## config.mk

```make
export PLATFORM = sky130hd
export DESIGN_NAME = step_sequencer_flat
export DESIGN_NICKNAME = d
export VERILOG_FILES = /design/src/rtl/step_sequencer_if.sv /design/src/rtl/step_sequencer.sv /design/src/flat_wrapper.sv
export SDC_FILE = /design/constraint.sdc
export NUM_CORES = 1
export LEC_CHECK = 0
export CELL_PAD_IN_SITES_DETAIL_PLACEMENT = 0
export CELL_PAD_IN_SITES_GLOBAL_PLACEMENT = 1
export CORE_AREA = 4 4 41 43
export DETAILED_ROUTE_END_ITERATION = 6
export DIE_AREA = 0 0 45 47
export PLACE_DENSITY = 0.63
export SYNTH_ARGS = -nofsm -noshare
export SYNTH_HDL_FRONTEND = slang
export SYNTH_SLANG_ARGS = --single-unit
```

## constraint.sdc

```tcl
create_clock -name clk -period 1.49 [get_ports clk]
set_clock_uncertainty 0.05 [all_clocks]
set_input_delay 0.298 -clock clk [delete_from_list [all_inputs] [get_ports clk]]
set_output_delay 0.298 -clock clk [all_outputs]
set_load 0.05 [all_outputs]
```

## src/rtl/step_sequencer_if.sv

```systemverilog
// step_sequencer_if: control/status bundle between block-level control and
// the step sequencer. The master drives start/abort/cond; the slave (the
// sequencer) drives the status outputs.
interface step_sequencer_if #(
  parameter int unsigned NUM_STEPS = 4
);
  localparam int unsigned STEP_W = $clog2(NUM_STEPS);

  logic                 start;
  logic                 abort;
  logic [NUM_STEPS-1:0] cond;
  logic                 busy;
  logic [STEP_W-1:0]    step;
  logic                 done;
  logic                 err;
  logic [1:0]           state;

  modport master (
    output start, abort, cond,
    input  busy, step, done, err, state
  );

  modport slave (
    input  start, abort, cond,
    output busy, step, done, err, state
  );
endinterface

```

## src/rtl/step_sequencer.sv

```systemverilog
// step_sequencer: walks NUM_STEPS ordered steps, leaving step i only when
// cond[i] is high. start/abort control, one-cycle done pulse, and an optional
// per-step watchdog with a sticky ERROR state, built when the macro
// STEP_SEQUENCER_TIMEOUT_EN is defined.
module step_sequencer #(
  parameter int unsigned NUM_STEPS = 4,
  parameter int unsigned TIMEOUT   = 200,
  parameter int unsigned TIMEOUT_W = 8
) (
  input  logic                  clk,
  input  logic                  rst,
  step_sequencer_if.slave       bus
);
  localparam int unsigned STEP_W = $clog2(NUM_STEPS);
  localparam logic [STEP_W-1:0] LAST_STEP = STEP_W'(NUM_STEPS - 1);

  typedef enum logic [1:0] {
    S_IDLE  = 2'd0,
    S_RUN   = 2'd1,
    S_DONE  = 2'd2,
    S_ERROR = 2'd3
  } state_e;

  // Reject out-of-range configurations at elaboration time.
  if (NUM_STEPS < 2 || NUM_STEPS > 256) begin : g_bad_num_steps
    $error("step_sequencer: NUM_STEPS out of range 2..256");
  end
  if (TIMEOUT < 2 || longint'(TIMEOUT) > ((longint'(1) << TIMEOUT_W) - 1)) begin : g_bad_timeout
    $error("step_sequencer: TIMEOUT out of range 2..2^TIMEOUT_W-1");
  end

  state_e            state_q, state_d;
  logic [STEP_W-1:0] step_q,  step_d;
  logic              cond_hit;

  assign cond_hit = bus.cond[step_q];

`ifdef STEP_SEQUENCER_TIMEOUT_EN
  localparam logic [TIMEOUT_W-1:0] TIMER_LAST = TIMEOUT_W'(TIMEOUT - 1);
  logic [TIMEOUT_W-1:0] timer_q, timer_d;

  // State, step index and step timer registers.
  always_ff @(posedge clk) begin
    if (rst) begin
      state_q <= S_IDLE;
      step_q  <= '0;
      timer_q <= '0;
    end else begin
      state_q <= state_d;
      step_q  <= step_d;
      timer_q <= timer_d;
    end
  end
`else
  // State and step index registers.
  always_ff @(posedge clk) begin
    if (rst) begin
      state_q <= S_IDLE;
      step_q  <= '0;
    end else begin
      state_q <= state_d;
      step_q  <= step_d;
    end
  end
`endif

  // Next-state logic: abort beats cond[step], cond[step] beats the watchdog.
  always_comb begin
    state_d = state_q;
    step_d  = step_q;
`ifdef STEP_SEQUENCER_TIMEOUT_EN
    timer_d = timer_q;
`endif
    unique case (state_q)
      S_IDLE: begin
        if (bus.start && !bus.abort) begin
          state_d = S_RUN;
          step_d  = '0;
`ifdef STEP_SEQUENCER_TIMEOUT_EN
          timer_d = '0;
`endif
        end
      end
      S_RUN: begin
        if (bus.abort) begin
          state_d = S_IDLE;
          step_d  = '0;
        end else if (cond_hit) begin
          if (step_q == LAST_STEP) begin
            state_d = S_DONE;
            step_d  = '0;
          end else begin
            step_d  = step_q + 1'b1;
`ifdef STEP_SEQUENCER_TIMEOUT_EN
            timer_d = '0;
`endif
          end
        end else begin
`ifdef STEP_SEQUENCER_TIMEOUT_EN
          if (timer_q == TIMER_LAST) begin
            state_d = S_ERROR;
            step_d  = '0;
          end else begin
            timer_d = timer_q + 1'b1;
          end
`endif
        end
      end
      S_DONE: begin
        state_d = S_IDLE;
      end
      S_ERROR: begin
        if (bus.abort) begin
          state_d = S_IDLE;
        end
      end
      default: begin
        state_d = S_IDLE;
        step_d  = '0;
      end
    endcase
  end

  // Status outputs decode the registered state only.
  always_comb begin
    bus.busy  = (state_q == S_RUN);
    bus.done  = (state_q == S_DONE);
`ifdef STEP_SEQUENCER_TIMEOUT_EN
    bus.err   = (state_q == S_ERROR);
`else
    bus.err   = 1'b0;
`endif
    bus.step  = (state_q == S_RUN) ? step_q : '0;
    bus.state = state_q;
  end
endmodule

```

## src/flat_wrapper.sv

```systemverilog
// flat-port wrapper written by rule: the top's interface ports become plain ports
module step_sequencer_flat 
#(
  parameter int unsigned NUM_STEPS = 4,
  parameter int unsigned TIMEOUT   = 200,
  parameter int unsigned TIMEOUT_W = 8
)
  (clk, rst, bus_start, bus_abort, bus_cond, bus_busy, bus_step, bus_done, bus_err, bus_state);
  step_sequencer_if #(.NUM_STEPS(NUM_STEPS)) bus_i ();
  input  logic clk;
  input  logic rst;
  input wire logic [$bits(bus_i.start)-1:0] bus_start;
  input wire logic [$bits(bus_i.abort)-1:0] bus_abort;
  input wire logic [$bits(bus_i.cond)-1:0] bus_cond;
  output wire logic [$bits(bus_i.busy)-1:0] bus_busy;
  output wire logic [$bits(bus_i.step)-1:0] bus_step;
  output wire logic [$bits(bus_i.done)-1:0] bus_done;
  output wire logic [$bits(bus_i.err)-1:0] bus_err;
  output wire logic [$bits(bus_i.state)-1:0] bus_state;
  assign bus_i.start = bus_start;
  assign bus_i.abort = bus_abort;
  assign bus_i.cond = bus_cond;
  assign bus_busy = bus_i.busy;
  assign bus_step = bus_i.step;
  assign bus_done = bus_i.done;
  assign bus_err = bus_i.err;
  assign bus_state = bus_i.state;
  step_sequencer #(.NUM_STEPS(NUM_STEPS), .TIMEOUT(TIMEOUT), .TIMEOUT_W(TIMEOUT_W)) u_core (.clk(clk), .rst(rst), .bus(bus_i));
endmodule
```

Yosys cells after proc, flatten, opt, wreduce, memory -nomap -nowiden
Cells that the tools add are included.
- register bits after elaboration: 4
- output and inout port bits: 7
- logic and storage cells: 32
- add/subtract/negate cells: 1
- magnitude comparators: 1
- equality and inequality tests: 8
- multiplexer cells: 14
- reductions and logical operators: 6
- operators by type and width (operator ; count):
    $mux 2 ; 10
    $pmux 2 s4 ; 1
    $eq 2x2->1 const B ; 3
    $ne 3x2->1 const B ; 2
    $pmux 2 s2 ; 1
    $reduce_and 4->1 ; 1
    $lt 2x3->1 const B ; 1
    $reduce_and 3->1 ; 1
    $add 2x1->2 const B ; 1
    $bmux 1 s2 ; 1
    $eq 2x1->1 const B ; 1
    $logic_not 2->1 ; 1
    $ne 2x1->1 const B ; 1
    $ne 2x2->1 const B ; 1
    $reduce_bool 2->1 ; 1
    $logic_and 1x1->1 ; 1
    $logic_not 1->1 ; 1
    $mux 1 ; 1

Logic depth before layout (Yosys ltp)
Gate-level depths: netlist of run 1.
- depth after elaboration: 5
- gate-level depth with buffers: 5
- gate-level depth less buffers: 5

Worst setup path after synthesis of run 1
No wires, ideal clock.
- path type: flip-flop to output port
- from: register u_core.state_q[0], in the netlist u_core.bus.state[0]
- to: output port bus_step[1]
- data arrival time: 2.085 ns
- data required time: 1.142 ns
- path slack: -0.943 ns
- stages on the path, launching flop included: 3
- path buffers: 0
- path through: dfxtp_1 nor2b_1 and2_1
- word-level cells in the longest chain between the ends: 2
- RTL lines (item ; line ; source):
    start, declared ; step_sequencer.sv:32 ; state_e state_q, state_d;
    start signal, assigned ; step_sequencer.sv:61 ; state_q <= state_d;
    $eq 2x1->1 ; n/a ;
    named net bus_busy ; flat_wrapper.sv:15 ; output wire logic [$bits(bus_i.busy)-1:0] bus_busy;
    $mux 2 ; step_sequencer.sv:133 ; bus.step = (state_q == S_RUN) ? step_q : '0;
    end, declared ; flat_wrapper.sv:16 ; output wire logic [$bits(bus_i.step)-1:0] bus_step;
The timed path passes the listed nets, and every way through them passes these cells.

Worst setup path after layout of run 1
- from: register u_core.state_q[0], in the netlist u_core.bus.state[0]
- to: output port bus_step[0]
- word-level cells in the longest chain between the ends: 2
- RTL lines (item ; line):
    $eq 2x1->1 ; step_sequencer.sv:133
    $mux 2 ; step_sequencer.sv:133
Every way passes these cells.

==> results of run 1 <==
==> state kept, by name (all words and copies together) (netlist names) <==
| name | cells |
|---|---|
| u_core.step_q | 2 |
| u_core.bus.state | 2 |
==> final timing paths <==
path              cells after the start                               end  slack, ns
setup / recovery                      3                       bus_step[0]       0.05
hold / removal                        4  u_core.bus.state[1]$_SDFFE_PP0P_       0.49
hold reg to reg                       2     u_core.step_q[1]$_SDFFE_PP0P_       0.51
setup reg to reg                      4  u_core.bus.state[0]$_SDFFE_PP0P_       0.16
==> cells by family (layout without fill, tap and decap cells) <==
kind of cell,count (synthesis),after routing,synth area share
AOI/OAI and AO/OA,5,5,0.1412
adders and majority gates,1,1,0.04032
muxes,4,4,0.1290
and+or+nand+nor,18,18,0.3831
buffers and inverters,2,20,0.03629
DFF,4,4,0.2581
other,1,1,0.01209
==> Yosys cell counts, drive strengths merged (2+ instances only) <==
cell type	number	area share
nand2b	2	0.040
dfxtp	4	0.26
nand2	2	0.024
nor3	2	0.032
nor2	2	0.024
and2	2	0.044
or2b	2	0.048
mux2i	4	0.13
==> worst max-delay path: cells and delay by family (launching register included) <==
kind / cells / cell delay (ns)
buffers and inverters: 1 / 0.13
flip-flops: 1 / 0.38
AND/OR/NAND/NOR: 2 / 0.34
==> stage by stage <==
step / worst slack (ns) / std cells
6_report: 0.05086 / 68
4_1_cts: 0.02235 / 68
3_3_place_gp: -0.1744 / 63
5_1_grt: 0.002621 / 68
3_5_place_dp: -0.2001 / 63
2_1_floorplan: -0.05754 / 35
==> repair_timing <==
item / 4_1_cts / 5_1_grt
endpoints found under the setup margin: 1 / 4
pin swaps: 0 / 2
endpoints found under the hold margin: 0 / 0
gates resized for setup: 0 / 2
setup buffers: 1 / 0
==> power by group <==
part	switching [mW]	internal, mW	leakage [nW]
Sequential	0.00561	0.110	0.0336
Combinational	0.0425	0.0522	0.199
Clock	0.0444	0.100	0.0150
==> routing by layer <==
layer  up-vias  GRT usage  wire, um
met5         -          0         0
met4         0    0.08772         0
met3         0    0.01149        39
met2         7     0.1469       417
met1       136     0.1136       343
li1        162          -         -
==> final cells by class <==
type | count | area [um2] | area share
multi-input combinational | 29 | 230.2 | 0.4026
timing repair buffer | 15 | 207.7 | 0.3632
sequential | 4 | 85.08 | 0.1488
clock buffer | 4 | 26.28 | 0.04595
tap | 15 | 18.77 | 0.03282
inverter | 1 | 3.754 | 0.006565
==> PnR_summary.wiki, run 1 <==
{| class="wikitable"
! Metric !! Value
|-
| Floorplan die width || 45 um
|-
| Worst path max stage delay || 0.38 ns
|-
| Total power of the final layout || between 300 and 400 uW
|-
| Status || complete, no violations
|-
| Number of flops mapped to enable cells by yosys || 0
|-
| Seq cells post-synth || 4
|-
| Final period demand of the worst path || ~1.4 ns
|-
| Clk root buf || clkbuf_4
|-
| Final hold violation count || 0
|-
| TritonCTS clock tree || built
|-
| Post-synth cell types || 24
|-
| Number of fill cells || 130
|-
| Fraction of final layout cells sized beyond drive strength 1 || 0.3774
|-
| # IOs || 15
|-
| Clock sink count || 4
|-
| Pin count of the biggest net entering global routing || 9
|-
| Synth Instances || 35
|-
| Leading cell types in the layout, fill and taps excluded || 6 x clkdlybuf4s50_1, 6 x buf_12, 4 x mux2i_1
|-
| Via count || between 300 and 400
|-
| Global-route wire length before repair || 1421 um
|-
| Final cycle utilization of the critical path || 0.9659
|-
| Cell with the biggest individual delay on the critical path || dfxtp_4
|-
| Synth Area per Inst || about 9 um2
|-
| Final count of pins violating max slew || 0
|-
| Sequential cell area fraction in the yosys report || 0.2581
|-
| First-pass detailed-route iteration total || 4
|-
| RD Place Congestion || around 0.76
|-
| Die height || 47 um
|-
| Number of buffers added by the clock tree synthesis step || 3
|-
| Summed instance area of the synthesized netlist || between 300 and 400 um2
|-
| Post-Route Utilization || 0.4394
|-
| Net total in the final layout || 63
|-
| Deepest clock path buffer count || 2
|-
| Via count normalized by instance count || approximately 4.5
|-
| Vias in the first global route || 330
|-
| H-tree depth reported by CTS || 1
|-
| Largest vdd supply drop || 0.0004318 V
|-
| Type of the setup path with the least slack || flop to output port
|-
| Largest fanout on the critical path || 8
|-
| Post-route cell area || roughly 570 um2
|-
| Hold path start || bus_abort
|-
| Origin of the worst setup path || u_core.bus.state[0]$_SDFFE_PP0P_
|-
| GRT Util Overall || 0.09479
|-
| Max_cap viols || 0
|-
| Type of origin of the critical path || flop
|-
| Antenna Diode Count || 0
|-
| RSZ-0062 raised after global routing || no
|-
| Violation count after the first detailed-route iteration || 5
|-
| Number of buffers added to fix hold violations after cts || 0
|-
| Initial antenna violation count || 0
|-
| Pwr dens || a little over 600 nW/um2
|-
| Std-Cell Core Area || 1301 um2
|-
| Class of the tightest hold or removal check || input port to flop
|-
| Remaining number of nets flagged by the antenna check after routing || 0
|-
| Summed negative setup slack over all endpoints || 0 ns
|-
| Number of I/O port buffers || 13
|-
| Global route total overflow || 0
|-
| Wire length per cell after detailed routing || between 10 and 15 um
|-
| # setup viols final || 0
|-
| Worst endpoint required time || roughly 1.1 ns
|-
| Fmax || 694.9 MHz
|-
| Syn Nets || 44
|-
| Endpoint arrival time on the critical path || approximately 1.1 ns
|-
| Clock-pin slew of the registers on the worst-case setup and hold paths || 0.04 ns
|-
| Main flop type after synthesis || dfxtp_1
|-
| Area of placed instances || about 530 um2
|-
| Synth Warn # || 0
|-
| Cell row count || 13
|-
| Later-pin clock latency in the skew report || around 0.23 ns
|-
| Overall routed net length || 800 um
|-
| Ys async rst share || 0
|-
| Static power due to leakage || 0.2476 nW
|-
| List of cells traversed by the critical path || nor2b_4 > and2_4 > buf_12
|-
| Kind of capture point of the worst setup path || output port
|-
| Die Footprint || around 2100 um2
|-
| Starting density of the core || 0.2385
|-
| Drc violations || 0
|-
| Synth-to-Final Area Change || 84.27%
|-
| Reg-to-reg startpoint || u_core.step_q[0]$_SDFFE_PP0P_
|-
| Estimated wirelength of the detail-placed design || ~650 um
|-
| Worst hold margin || 0.4905 ns
|}
(Power assumes the default switching activity.)
==> inputs of run 2 (changes only) <==
- CTS_BUF_LIST: unset -> sky130_fd_sc_hd__clkbuf_8
- HOLD_SLACK_MARGIN: unset -> 0.12
==> PnR_summary.wiki, run 2 (synthesized netlist as in run 1, its figures left out) <==
{| class="wikitable"
! Metric !! Value
|-
| Setup fix buffers added after clock tree synthesis || 0
|-
| Floorplan die width || 45 um
|-
| Worst endpoint required time || roughly 1.1 ns
|-
| Overall routed net length || roughly 800 um
|-
| Number of I/O port buffers || 13
|-
| RSZ-0062 raised after global routing || yes
|-
| Pwr dens || between 700 and 800 nW/um2
|-
| Max_cap viols || 0
|-
| Post-route cell area || approximately 580 um2
|-
| Via count || approximately 300
|-
| Worst hold margin || 0.5095 ns
|-
| Kind of cell adding the most delay to the critical path || flip-flops
|-
| Synth-to-Final Area Change || 87.90%
|-
| Depth of the most critical reg-to-reg path || 4
|-
| Number of buffers added to fix hold violations after cts || 0
|-
| Area of placed instances || ~530 um2
|-
| Cell with the biggest individual delay on the critical path || dfxtp_4
|-
| Cell row count || 13
|-
| Vias in the first global route || 318
|-
| CTS-repair resized insts || 0
|-
| Final hold violation count || 0
|-
| Global route total overflow || 0
|-
| Endpoint arrival time on the critical path || 1.11 ns
|-
| # IOs || 15
|-
| List of cells traversed by the critical path || nor2b_4 > and2_4 > buf_12
|-
| Die height || roughly 47 um
|-
| Worst path max stage delay || 0.38 ns
|-
| Fmax || 686.1 MHz
|-
| Count of placed standard cells including taps || 63
|-
| TritonCTS clock tree || built
|-
| Die Footprint || between 2000 and 2500 um2
|-
| Global-route wire length before repair || between 1000 and 1500 um
|-
| Initial antenna violation count || 0
|-
| GRT Util Overall || 0.09400
|-
| Final Instance Count excl. Fillers || 67
|-
| Starting density of the core || 0.2385
|-
| Combined buffer and inverter count along the critical path || 1
|-
| Fraction of final layout cells sized beyond drive strength 1 || 0.3654
|-
| First-pass detailed-route iteration total || 4
|-
| Final count of pins violating max slew || 0
|-
| Sequential cell area || 85.08 um2
|-
| Remaining number of nets flagged by the antenna check after routing || 0
|-
| Leading cell types in the layout, fill and taps excluded || 6 x clkdlybuf4s50_1, 6 x buf_12, 4 x mux2i_1
|-
| Hold Crit Depth || 2
|-
| Kind of capture point of the worst setup path || output port
|-
| Pin count of the biggest net entering global routing || 9
|-
| Final period demand of the worst path || between 1 and 1.5 ns
|-
| Reg-to-reg startpoint || u_core.step_q[0]$_SDFFE_PP0P_
|-
| Antenna Diode Count || 0
|-
| Reg-to-Reg End || u_core.bus.state[0]$_SDFFE_PP0P_
|-
| Via count normalized by instance count || roughly 4.6
|-
| Clock network fraction of design power || 0.528
|-
| Worst setup slack for register-to-register paths || 0.16 ns
|-
| Endpoint, Worst Hold || u_core.step_q[1]$_SDFFE_PP0P_
|-
| Final cycle utilization of the critical path || 0.9782
|-
| Static power due to leakage || between 0.2 and 0.3 nW
|-
| Estimated wirelength of the detail-placed design || approximately 650 um
|-
| Origin of the worst setup path || u_core.bus.state[0]$_SDFFE_PP0P_
|-
| Number of fill cells || between 100 and 150
|-
| Violation count after the first detailed-route iteration || 4
|-
| Area taken by multi-input logic gates || 230.2 um2
|-
| Wire length per cell after detailed routing || about 12 um
|-
| Switching pwr || between 100 and 150 uW
|-
| Number of buffers added by the clock tree synthesis step || 3
|-
| Later-pin clock latency in the skew report || around 0.22 ns
|-
| # setup viols final || 0
|-
| Clk root buf || clkbuf_8
|-
| Net Sw Frac || 0.2380
|-
| Cell internal power dissipation || about 340 uW
|-
| Class of the tightest hold or removal check || flop to flop
|-
| Std-Cell Core Area || about 1300 um2
|-
| Largest fanout on the critical path || 8
|-
| Type of origin of the critical path || flop
|-
| Combinational cell fraction of total power || 0.209
|-
| H-tree depth reported by CTS || 1
|-
| Clock-pin slew of the registers on the worst-case setup and hold paths || about 0.03 ns
|-
| Net total in the final layout || 62
|-
| Drc violations || 0
|-
| Type of the setup path with the least slack || flop to output port
|-
| Deepest clock path buffer count || 2
|-
| RD Place Congestion || 0.7559
|-
| Clock sink count || 4
|-
| Status || complete, no violations
|-
| Hold path start || u_core.step_q[1]$_SDFFE_PP0P_
|-
| Largest vdd supply drop || 0.0005175 V
|-
| Sequential Power Share || 0.263
|}
[run 2: through the flow]
stage / power, mW / util / setup slack, ns / setup TNS (ns)
floorplan: 0.1657 / - / -0.05754 / -0.05754
global placement: 0.2098 / 0.4106 / -0.1744 / -0.5922
detailed placement: 0.2101 / 0.4106 / -0.2001 / -0.6903
CTS: 0.4479 / 0.4452 / 0.008686 / 0
global route: 0.4624 / 0.4481 / -0.005465 / -0.008826
finish: 0.4407 / 0.4481 / 0.03242 / 0
[run 2: worst max path at each step]
stage	endpoint	slack [ns]	cells after the start
finish	bus_step[0]	0.03	3
global route	bus_step[1]	-0.005	3
CTS	bus_step[1]	0.009	3
detailed placement	u_core.step_q[0]$_SDFFE_PP0P_	-0.20	5
global placement	u_core.step_q[1]$_SDFFE_PP0P_	-0.17	5
floorplan	bus_step[1]	-0.06	2
[run 2: power by group through the flow]
stage	combinational (mW)	clock [mW]	sequential (mW)
after CTS	0.0931	0.239	0.116
after global placement	0.0926	0	0.117
final	0.0920	0.233	0.116
after floorplan	0.0437	0	0.122
after global routing	0.0983	0.248	0.116
after detailed placement	0.0928	0	0.117
[run 2: area by class of cell]
| class | count | area share |
|---|---|---|
| clock inverters | 1 | 0.006438 |
| repair buffers | 14 | 0.3433 |
| multi-input cells | 29 | 0.3949 |
| inverters | 1 | 0.006438 |
| well taps | 15 | 0.03219 |
| flip-flops and latches | 4 | 0.1459 |
| clock buffers | 3 | 0.07082 |
[run 2: per-layer routing]
layer	vias up	track usage	routed length (um)
li1	159	-	-
met1	138	0.1159	347
met2	9	0.1412	415
met3	0	0.02299	42
met4	0	0.07018	0
met5	-	0	0
[run 2: worst register-to-register path, stage by stage, from the launching register on]
cell and delay (ns):
dfxtp_1 0.45, mux2i_1 0.27, a22oi_2 0.11, o22a_2 0.23, nor3_1 0.15
==> inputs of run 3 (changes only) <==
- DONT_BUFFER_PORTS: unset -> 1
- PLACE_DENSITY: 0.63 -> 0.42
==> PnR_summary.wiki, run 3 (synthesized netlist as in run 1, its figures left out) <==
{| class="wikitable"
! Metric !! Value
|-
| GRT Util Overall || 0.08221
|-
| Pin count of the biggest net entering global routing || 9
|-
| Setup fix buffers added after clock tree synthesis || 0
|-
| Global-route wire length before repair || about 1200 um
|-
| CTS-repair resized insts || 0
|-
| Net Sw Frac || 0.2592
|-
| Vias in the first global route || roughly 250
|-
| H-tree depth reported by CTS || 1
|-
| Hold path start || rst
|-
| Die height || ~47 um
|-
| Drc violations || 0
|-
| Leading cell types in the layout, fill and taps excluded || 4 x mux2i_1, 3 x clkbuf_8, 3 x buf_4
|-
| Cell internal power dissipation || roughly 310 uW
|-
| Worst setup slack for register-to-register paths || 0.16 ns
|-
| Final period demand of the worst path || 1.433 ns
|-
| Fmax || between 600 and 700 MHz
|-
| Endpoint, Worst Hold || u_core.step_q[1]$_SDFFE_PP0P_
|-
| Deepest clock path buffer count || 2
|-
| Sequential Power Share || 0.273
|-
| Cell row count || 13
|-
| Most common cell after layout, fill and taps aside || mux2i_1
|-
| Initial antenna violation count || 0
|-
| Final Instance Count excl. Fillers || 58
|-
| Static power due to leakage || about 0.19 nW
|-
| RSZ-0062 raised after global routing || no
|-
| Violation count after the first detailed-route iteration || 3
|-
| Number of buffers added to fix hold violations after cts || 1
|-
| Endpoint arrival time on the critical path || approximately 1.1 ns
|-
| # IOs || 15
|-
| Class of the tightest hold or removal check || input port to flop
|-
| Clk root buf || clkbuf_8
|-
| Via count || 275
|-
| Floorplan die width || 45 um
|-
| Max_cap viols || 0
|-
| Later-pin clock latency in the skew report || between 0.2 and 0.25 ns
|-
| Worst endpoint required time || between 1 and 1.5 ns
|-
| # setup viols final || 0
|-
| Status || complete, no violations
|-
| Estimated wirelength of the detail-placed design || between 500 and 600 um
|-
| Fraction of final layout cells sized beyond drive strength 1 || 0.3721
|-
| Hold Crit Depth || 3
|-
| Depth of the most critical reg-to-reg path || 4
|-
| Final count of pins violating max slew || 0
|-
| Combinational cell fraction of total power || 0.144
|-
| Remaining number of nets flagged by the antenna check after routing || 0
|-
| Reg-to-Reg End || u_core.bus.state[0]$_SDFFE_PP0P_
|-
| Net total in the final layout || between 50 and 60
|-
| Number of I/O port buffers || 0
|-
| First-pass detailed-route iteration total || 3
|-
| Clock network fraction of design power || 0.583
|-
| Largest fanout on the critical path || 8
|-
| Largest vdd supply drop || roughly 0.00059 V
|-
| Worst hold margin || between 0.2 and 0.25 ns
|-
| Global route total overflow || 0
|-
| Clock-pin slew of the registers on the worst-case setup and hold paths || approximately 0.04 ns
|-
| Kind of capture point of the worst setup path || output port
|-
| Final hold violation count || 0
|-
| Type of the setup path with the least slack || flop to output port
|-
| Pwr dens || slightly below 1000 nW/um2
|-
| Type of origin of the critical path || flop
|-
| Count of placed standard cells including taps || between 50 and 60
|-
| Overall routed net length || 762 um
|-
| Via count normalized by instance count || 4.741
|-
| Final cycle utilization of the critical path || 0.9616
|-
| Std-Cell Core Area || 1301 um2
|-
| Number of buffers added by the clock tree synthesis step || 3
|-
| Reg-to-reg startpoint || u_core.step_q[0]$_SDFFE_PP0P_
|-
| Die Footprint || 2115 um2
|-
| Starting density of the core || 0.2385
|-
| Switching pwr || 109.0 uW
|-
| RD Place Congestion || a little over 0.7
|-
| Antenna Diode Count || 0
|-
| Wire length per cell after detailed routing || ~13 um
|-
| Clock sink count || 4
|-
| Synth-to-Final Area Change || 39.92%
|-
| TritonCTS clock tree || built
|}
==> run 3: changes by cell type in the layout (fill, tap and decap cells not counted) <==
cell             before  now
and2_4                2    1
clkdlybuf4s50_1       6    0
dlygate4sd3_1         0    1
buf_12                6    1
buf_4                 1    3
and2_2                0    1
dlymetal6s2s_1        1    0
==> run 3: stage by stage <==
stage,setup TNS (ns),cell area (um2),power (mW),util,worst slack (ns)
floorplan,-0.05754,325.3,0.1657,-,-0.05754
global placement,0,379.1,0.1745,0.2913,0.1907
detailed placement,0,379.1,0.1750,0.2913,0.1329
CTS,0,434.2,0.4309,0.3337,0.03522
global route,0,434.2,0.4481,0.3337,0.008527
finish,0,434.2,0.4206,0.3337,0.05724
==> run 3: per-layer routing <==
metal | GRT usage | part of all wire | up-vias
li1 | - | - | 138
met1 | 0.09339 | 0.38 | 122
met2 | 0.1243 | 0.46 | 15
met3 | 0.07280 | 0.15 | 0
met4 | 0 | 0 | 0
met5 | 0 | 0 | -
==> run 3: power by group through the flow <==
stage,clock network (mW),registers [mW],logic [mW]
floorplan,0,0.122,0.0437
global placement,0,0.116,0.0585
detailed placement,0,0.116,0.0586
CTS,0.255,0.115,0.0615
global route,0.269,0.115,0.0637
finish,0.245,0.115,0.0605
==> run 3: worst max-delay path by stage <==
stage | startpoint | endpoint | slack (ns)
floorplan | u_core.bus.state[0]$_SDFFE_PP0P_ | bus_step[1] | -0.06
global placement | u_core.step_q[0]$_SDFFE_PP0P_ | u_core.bus.state[0]$_SDFFE_PP0P_ | 0.19
detailed placement | u_core.step_q[0]$_SDFFE_PP0P_ | u_core.bus.state[0]$_SDFFE_PP0P_ | 0.13
CTS | u_core.bus.state[0]$_SDFFE_PP0P_ | bus_step[1] | 0.04
global route | u_core.bus.state[0]$_SDFFE_PP0P_ | bus_step[1] | 0.009
finish | u_core.bus.state[0]$_SDFFE_PP0P_ | bus_step[1] | 0.06
==> run 3: area by class of cell <==
type                    instances  area, um2
well taps                      15      18.77
inverters                       1      3.754
flip-flops and latches          4      85.08
repair buffers                  5      52.55
fillers                       148      867.1
clock buffers                   3      41.29
clock inverters                 1      3.754
multi-input cells              29      229.0
==> run 3: critical path, cell delays in order, from the launching register on <==
cell and delay [ns]:
dfxtp_4 0.37, nor2b_4 0.17, and2_2 0.32
